==> config.mk <==
export PLATFORM = sky130hd
export DESIGN_NAME = micro_sequencer_flat
export DESIGN_NICKNAME = d
export VERILOG_FILES = /design/src/rtl/micro_sequencer_pkg.sv /design/src/rtl/micro_sequencer_if.sv /design/src/rtl/micro_sequencer_mem_wait_timer.sv /design/src/rtl/micro_sequencer.sv /design/src/flat_wrapper.sv
export SDC_FILE = /design/constraint.sdc
export NUM_CORES = 1
export LEC_CHECK = 0
export ABC_AREA = 1
export BUFFER_PORTS_ARGS = -buffer_cell sky130_fd_sc_hd__clkbuf_2
export CAP_MARGIN = 40
export CELL_PAD_IN_SITES_DETAIL_PLACEMENT = 1
export CELL_PAD_IN_SITES_GLOBAL_PLACEMENT = 1
export CORE_MARGIN = 3
export CORE_UTILIZATION = 38
export DETAILED_ROUTE_END_ITERATION = 8
export PLACE_DENSITY_LB_ADDON = 0.1
export SLEW_MARGIN = 20
export SYNTH_ARGS = -nofsm -noshare
export SYNTH_HDL_FRONTEND = slang
export SYNTH_SLANG_ARGS = --single-unit
==> constraint.sdc <==
create_clock -name clk -period 2.13 [get_ports clk]
set_clock_uncertainty 0.2 [all_clocks]
set_input_delay 0.1065 -clock clk [delete_from_list [all_inputs] [get_ports clk]]
set_output_delay 0.1065 -clock clk [all_outputs]
set_load 0.005 [all_outputs]
==> src/rtl/micro_sequencer_pkg.sv <==
// Shared state encodings, RV32I major-opcode constants and opcode-class helpers
// for the multicycle control sequencer.
package micro_sequencer_pkg;

    typedef enum logic [2:0] {
        ST_IF      = 3'd0,
        ST_ID      = 3'd1,
        ST_EX1     = 3'd2,
        ST_EX2     = 3'd3,
        ST_MEM     = 3'd4,
        ST_WB      = 3'd5,
        ST_HALT    = 3'd6,
        ST_ILLEGAL = 3'd7
    } state_e;

    localparam logic [6:0] OP_LOAD      = 7'b0000011;
    localparam logic [6:0] OP_STORE     = 7'b0100011;
    localparam logic [6:0] OP_BRANCH    = 7'b1100011;
    localparam logic [6:0] OP_JAL       = 7'b1101111;
    localparam logic [6:0] OP_JALR      = 7'b1100111;
    localparam logic [6:0] OP_LUI       = 7'b0110111;
    localparam logic [6:0] OP_AUIPC     = 7'b0010111;
    localparam logic [6:0] OP_ARITH     = 7'b0110011;
    localparam logic [6:0] OP_ARITH_IMM = 7'b0010011;
    localparam logic [6:0] OP_ECALL     = 7'b1110011;

    typedef struct packed {
        logic ir_write;
        logic pc_write;
        logic mem_read;
        logic mem_write;
        logic reg_write;
        logic halted;
    } strobes_t;

    // Opcodes whose result is written back to the register file straight from EX2.
    function automatic logic is_wb_class(input logic [6:0] op);
        return (op == OP_ARITH) || (op == OP_ARITH_IMM) || (op == OP_JAL) ||
               (op == OP_JALR)  || (op == OP_LUI)       || (op == OP_AUIPC);
    endfunction

    function automatic logic is_mem_class(input logic [6:0] op);
        return (op == OP_LOAD) || (op == OP_STORE);
    endfunction

endpackage

==> src/rtl/micro_sequencer_if.sv <==
// Control bus between the sequencer and the datapath: decode inputs in,
// state and strobes out.
interface micro_sequencer_if #(
    parameter int CNT_W = 32
);
    logic [6:0]       opcode;
    logic             alu_bcond;
    logic             halt_cond;
    logic             mem_ready;
    logic [2:0]       current_state;
    logic             ir_write;
    logic             pc_write;
    logic             mem_read;
    logic             mem_write;
    logic             reg_write;
    logic             halted;
    logic [CNT_W-1:0] retired;

    modport master (
        input  opcode, alu_bcond, halt_cond, mem_ready,
        output current_state, ir_write, pc_write, mem_read, mem_write,
               reg_write, halted, retired
    );

    modport slave (
        output opcode, alu_bcond, halt_cond, mem_ready,
        input  current_state, ir_write, pc_write, mem_read, mem_write,
               reg_write, halted, retired
    );
endinterface

==> src/rtl/micro_sequencer_mem_wait_timer.sv <==
// Fetch/memory-cycle completion timer: fixed latency count or ready handshake.
module mem_wait_timer #(
    parameter int MEM_LATENCY = 2,
    parameter int HANDSHAKE   = 0
) (
    input  logic clk,
    input  logic reset,
    input  logic start_i,
    input  logic ready_i,
    output logic done_o
);
    localparam int CW = 5;

    logic [CW-1:0] cnt_q, cnt_d;

    // start_i is high while a fetch/memory cycle is in progress; the count
    // falls back to zero whenever it is low or the cycle completes.
    always_comb begin
        if (HANDSHAKE != 0) begin
            done_o = start_i && ready_i;
        end else begin
            done_o = start_i && (cnt_q == CW'(MEM_LATENCY - 1));
        end
    end

    always_comb begin
        cnt_d = '0;
        if (start_i && !done_o) begin
            cnt_d = cnt_q + CW'(1);
        end
    end

    always_ff @(posedge clk) begin
        if (reset) begin
            cnt_q <= '0;
        end else begin
            cnt_q <= cnt_d;
        end
    end

endmodule

==> src/rtl/micro_sequencer.sv <==
// Multicycle RV32I control sequencer: IF/ID/EX1/EX2/MEM/WB/HALT state machine
// with control strobes and a saturating retired-instruction counter.
module micro_sequencer
    import micro_sequencer_pkg::*;
#(
    parameter int MEM_LATENCY = 2,
    parameter int HANDSHAKE   = 0,
    parameter int CNT_W       = 32
) (
    input  logic             clk,
    input  logic             reset,
    micro_sequencer_if.master bus
);
    state_e           state_q, state_d;
    logic [CNT_W-1:0] retired_q, retired_d;
    logic             mem_phase;
    logic             mem_done;
    strobes_t         strb;
    logic             is_load;
    logic             is_store;

    assign is_load   = (bus.opcode == OP_LOAD);
    assign is_store  = (bus.opcode == OP_STORE);
    assign mem_phase = (state_q == ST_IF) || (state_q == ST_MEM);

    mem_wait_timer #(
        .MEM_LATENCY (MEM_LATENCY),
        .HANDSHAKE   (HANDSHAKE)
    ) u_timer (
        .clk     (clk),
        .reset   (reset),
        .start_i (mem_phase),
        .ready_i (bus.mem_ready),
        .done_o  (mem_done)
    );

    always_ff @(posedge clk) begin
        if (reset) begin
            state_q <= ST_IF;
        end else begin
            state_q <= state_d;
        end
    end

    always_comb begin
        state_d = state_q;
        case (state_q)
            ST_IF: begin
                if (mem_done) state_d = ST_ID;
            end
            ST_ID: begin
                if (bus.opcode == OP_ECALL) begin
                    state_d = bus.halt_cond ? ST_HALT : ST_IF;
                end else begin
                    state_d = ST_EX1;
                end
            end
            ST_EX1: begin
                if ((bus.opcode == OP_BRANCH) && !bus.alu_bcond) state_d = ST_IF;
                else                                             state_d = ST_EX2;
            end
            ST_EX2: begin
                if (bus.opcode == OP_BRANCH)         state_d = ST_IF;
                else if (is_wb_class(bus.opcode))    state_d = ST_WB;
                else if (is_mem_class(bus.opcode))   state_d = ST_MEM;
                else                                 state_d = ST_IF;
            end
            ST_MEM: begin
                if (mem_done) state_d = is_load ? ST_WB : ST_IF;
            end
            ST_WB:   state_d = ST_IF;
            ST_HALT: state_d = ST_HALT;
            default: state_d = ST_IF;
        endcase
    end

    always_comb begin
        strb = '0;
        case (state_q)
            ST_IF: begin
                strb.mem_read = 1'b1;
                strb.ir_write = mem_done;
            end
            ST_ID: begin
                strb.pc_write = (bus.opcode == OP_ECALL) && !bus.halt_cond;
            end
            ST_EX1: begin
                strb.pc_write = (bus.opcode == OP_BRANCH) && !bus.alu_bcond;
            end
            ST_EX2: begin
                strb.pc_write = !is_wb_class(bus.opcode) && !is_mem_class(bus.opcode);
            end
            ST_MEM: begin
                strb.mem_read  = is_load;
                strb.mem_write = is_store;
                strb.pc_write  = mem_done && !is_load;
            end
            ST_WB: begin
                strb.reg_write = 1'b1;
                strb.pc_write  = 1'b1;
            end
            ST_HALT: begin
                strb.halted = 1'b1;
            end
            default: strb = '0;
        endcase
    end

    always_comb begin
        retired_d = retired_q;
        if (strb.pc_write && (retired_q != '1)) begin
            retired_d = retired_q + CNT_W'(1);
        end
    end

    always_ff @(posedge clk) begin
        if (reset) begin
            retired_q <= '0;
        end else begin
            retired_q <= retired_d;
        end
    end

    assign bus.current_state = state_q;
    assign bus.ir_write      = strb.ir_write;
    assign bus.pc_write      = strb.pc_write;
    assign bus.mem_read      = strb.mem_read;
    assign bus.mem_write     = strb.mem_write;
    assign bus.reg_write     = strb.reg_write;
    assign bus.halted        = strb.halted;
    assign bus.retired       = retired_q;

endmodule

==> src/flat_wrapper.sv <==
// flat-port wrapper written by rule: the top's interface ports become plain ports
module micro_sequencer_flat import micro_sequencer_pkg::*;
#(
    parameter int MEM_LATENCY = 2,
    parameter int HANDSHAKE   = 0,
    parameter int CNT_W       = 32
)
  (clk, reset, bus_opcode, bus_alu_bcond, bus_halt_cond, bus_mem_ready, bus_current_state, bus_ir_write, bus_pc_write, bus_mem_read, bus_mem_write, bus_reg_write, bus_halted, bus_retired);
  micro_sequencer_if #(.CNT_W(CNT_W)) bus_i ();
  input  logic clk;
  input  logic reset;
  input wire logic [$bits(bus_i.opcode)-1:0] bus_opcode;
  input wire logic [$bits(bus_i.alu_bcond)-1:0] bus_alu_bcond;
  input wire logic [$bits(bus_i.halt_cond)-1:0] bus_halt_cond;
  input wire logic [$bits(bus_i.mem_ready)-1:0] bus_mem_ready;
  output wire logic [$bits(bus_i.current_state)-1:0] bus_current_state;
  output wire logic [$bits(bus_i.ir_write)-1:0] bus_ir_write;
  output wire logic [$bits(bus_i.pc_write)-1:0] bus_pc_write;
  output wire logic [$bits(bus_i.mem_read)-1:0] bus_mem_read;
  output wire logic [$bits(bus_i.mem_write)-1:0] bus_mem_write;
  output wire logic [$bits(bus_i.reg_write)-1:0] bus_reg_write;
  output wire logic [$bits(bus_i.halted)-1:0] bus_halted;
  output wire logic [$bits(bus_i.retired)-1:0] bus_retired;
  assign bus_i.opcode = bus_opcode;
  assign bus_i.alu_bcond = bus_alu_bcond;
  assign bus_i.halt_cond = bus_halt_cond;
  assign bus_i.mem_ready = bus_mem_ready;
  assign bus_current_state = bus_i.current_state;
  assign bus_ir_write = bus_i.ir_write;
  assign bus_pc_write = bus_i.pc_write;
  assign bus_mem_read = bus_i.mem_read;
  assign bus_mem_write = bus_i.mem_write;
  assign bus_reg_write = bus_i.reg_write;
  assign bus_halted = bus_i.halted;
  assign bus_retired = bus_i.retired;
  micro_sequencer #(.MEM_LATENCY(MEM_LATENCY), .HANDSHAKE(HANDSHAKE), .CNT_W(CNT_W)) u_core (.clk(clk), .reset(reset), .bus(bus_i));
endmodule
==> key figures <==
Status
  • Status: completed

Worst setup path
  • Levels on crit path: 9
  • Worst-path cell chain: nand2_1 -> nor2_2 -> nand2_2 -> nor3_4 -> nand3_4 -> buf_12 -> nand2_8 -> nand2_1 -> a21oi_1
  • Critical path launch point type: flop
  • Crit-path slowest cell: dfxtp_2
  • Worst EP arrival: a little over 2000 ps
  • Critical path's largest stage delay: 380 ps
  • Worst R2R Start: u_core.bus.retired[9]$_SDFFE_PP0P_
  • Crit path from: u_core.bus.retired[9]$_SDFFE_PP0P_
  • Crit Path Max Fanout: 16
  • Crit path buf inv count: 1
  • Worst Reg-to-Reg Cells: 9
  • Crit path required time: 2170 ps
  • Crit end category: flop
  • Critical path type: flop to flop
  • Reg2reg setup slack: roughly 100 ps
  • Reg-to-Reg End: u_core.bus.retired[18]$_SDFFE_PP0P_
  • Top Family by Delay on Critical Path: simple AND/OR/NAND/NOR gates
  • Setup crit end: u_core.bus.retired[18]$_SDFFE_PP0P_
  • Most used cell along the critical path: nand2_1

Finish
  • Layout Utilization: approximately 52%
  • Fraction of layout cells with a size suffix above 1: between 20% and 30%
  • Area Overhead vs Synth: 29.6%
  • Finished Cell Area: between 3000 and 4000 um^2
  • Final nets: roughly 530
  • Ant. Diodes: 0

Clock network
  • CTS max path bufs: 2
  • Num CTS Buffers: 5
  • Worst skew pair latency: about 310 ps
  • Root Driver: clkbuf_8
  • Clock sinks: 40
  • CTS H-tree lvls: 2
  • Worst-path clk slew: about 100 ps
  • CTS tree: yes

Synthesis
  • Synth Cell Area: 2640 um^2
  • Post-synth EDFFs: 0
  • Yosys warning count: 0
  • Most frequent cells after synthesis: 158 x nand2_1, 69 x nor2_1, 43 x nand3_1, 40 x dfxtp_1, 32 x a21oi_1
  • Top cells by area, synth: dfxtp_1 30%, nand2_1 22%, nor2_1 9.8%, nand3_1 8.1%, a21oi_1 6.1%
  • Post-Syn Instances: between 400 and 500
  • Async SR Flop Fraction: 0%
  • Ys flop type: dfxtp_1
  • Synth area leader: dfxtp_1
  • Most numerous cell in the Yosys netlist: nand2_1
  • Post-synthesis sequential area ratio: between 30% and 40%
  • Syn avg cell area: ~6.1 um^2
  • Syn_nets: roughly 450
  • Synth unique cells: 25
  • Yosys reg bits: 40
  • Top cell type's share of synthesized area: a little under a third

Drt
  • Post-route DRC: 0
  • DR vias: between 3000 and 4000
  • WL per Instance: approximately 18 um
  • Drt via density: about 5.5
  • Post-DRT Antenna Nets: 0
  • DR pass1 iterations: 4
  • Drt total wl: between 10000 and 15000 um
  • Initial DRC count: 167

Run
  • Max-cap check violation count: 0

Die
  • Initial Util: about two fifths
  • Die height: between 80 and 90 um
  • Die area: approximately 8000 um^2
  • Die width: between 80 and 90 um
  • Core region area: 6530 um^2
  • FP Rows: 29
  • Boundary Pins: 53

Placement
  • GPL Wtd Cong: 0.879
  • Input/output buffers: 51
  • DP HPWL: ~6700 um
  • Place WS: about 43 ps
  • Area post-placement: between 3000 and 4000 um^2

Pwr
  • Pwr per Cell Area: a little over 500 nW/um^2
  • Peak VDD IR: 376 uV
  • Gate power share: around 15%
  • Net Sw Frac: a little under a third
  • P_leak: around 0.0014 uW
  • Power Internal: 1230 uW
  • Switching pwr: ~540 uW
  • Clock power share: between 30% and 40%
  • Total power: roughly 1800 uW
  • Sequential power share: between 40 and 50%

Worst hold path
  • Hold/Removal Path Class: input port to flop
  • HP Start: bus_alu_bcond

Timing
  • Worst-margin pin slew: 439 ps
  • Final-report max-slew violation count: 0
  • Final period util: a little over nine tenths
  • Tmin final: ~2000 ps
  • Final WS setup: approximately 100 ps
  • Setup violators final: 0
  • Slew headroom: 70.7%
  • FMAX: around 490 MHz
  • Hold Violations, Final: 0

Global route
  • Vias in the first global route: 3046
  • Largest net degree at the start of global routing: 33
  • First-pass GRT wire length: 14600 um
  • Initial antenna violation count: 0
  • Aggregate global-route resource usage: 23.2%
  • Total grt overflow: 0
-- sequential cells by signal, summed over array words and instances (netlist names) --
name,flops
u_core.bus.retired,32
u_core.u_timer.cnt_q,5
u_core.bus.current_state,3
-- routing by layer --
| metal | share of wire (%) | track usage (%) |
|---|---|---|
| met1 | 39 | 27.9 |
| met2 | 51 | 42.7 |
| met3 | 6.2 | 3.87 |
| met4 | 3.3 | 5.95 |
| met5 | 0 | 0 |
-- power by group through the flow --
| stage | Clock [uW] | Combinational, uW | Sequential (uW) |
|---|---|---|---|
| final | 688 | 271 | 812 |
| after global placement | 0 | 249 | 825 |
| after detailed placement | 0 | 261 | 826 |
| after floorplan | 0 | 171 | 822 |
| after global routing | 715 | 320 | 818 |
| after CTS | 692 | 264 | 809 |
-- stage by stage --
step                hold slack [ps]  TNS (ps)  instances
CTS                            27.8     -15.2        578
detailed placement              262         0        570
finish                         28.9         0        588
global placement                251         0        570
floorplan                       101         0        436
global route                   96.0      -100        588
-- logic make-up after synthesis --
| group | Yosys count | synth area share [%] |
|---|---|---|
| xor gates and xnor gates | 18 | 5.97 |
| buffers and inverters | 39 | 6.54 |
| adders and majority gates | 3 | 1.42 |
| AOI/OAI and AO/OA | 36 | 7.01 |
| and+or+nand+nor | 300 | 48.7 |
| DFF | 40 | 30.3 |
-- how the worst min path moves through the flow --
stage	end	depth (start not counted)
after floorplan	bus_mem_write	2
after global placement	u_core.u_timer.cnt_q[0]$_SDFF_PP0_	1
after detailed placement	u_core.u_timer.cnt_q[0]$_SDFF_PP0_	1
after CTS	u_core.bus.current_state[1]$_SDFFE_PP0P_	7
after global routing	u_core.bus.current_state[0]$_SDFFE_PP0P_	6
final	u_core.bus.current_state[0]$_SDFFE_PP0P_	7
-- worst register-to-register path, stage by stage (launching register included) --
cell	delay [ps]
dfxtp_2	380
nand2_1	160
nor2_2	190
nand2_2	120
nor3_4	210
nand3_4	140
buf_12	200
nand2_8	140
nand2_1	80
a21oi_1	150
-- layout make-up --
cell class,instances,area (um^2)
timing repair buffer,78,542
sequential,40,812
inverter,26,97.6
multi-input combinational,359,1760
clock buffer,5,68.8
fill,912,3110
tap,77,96.3
clock inverter,3,46.3
-- cell usage in the layout (no fill, tap or decap), types with 2 or more instances in the layout --
cell         n
dfxtp_2      9
o21ai_0      2
inv_2        2
nor2_2       4
clkbuf_2    51
nand3b_1    15
nor3_1       5
clkbuf_16    2
nand3_1     43
dfxtp_1     31
buf_12       3
buf_4       20
ha_1         2
a21oi_1     32
nand2_8      3
nand3_4      2
xor2_1      13
inv_1       24
nand2_1    157
xnor2_1      5
clkbuf_8     5
nor2_1      67
-- what timing repair did --
action / CTS / global route
pin swaps: 0 / 3
setup buffers: 0 / 5
gates resized for setup: 2 / 27
setup endpoints to repair: 3 / 33
hold buffers: 0 / 0
gates cloned: 0 / 5
No activity file was read; power rests on OpenSTA's default activity.
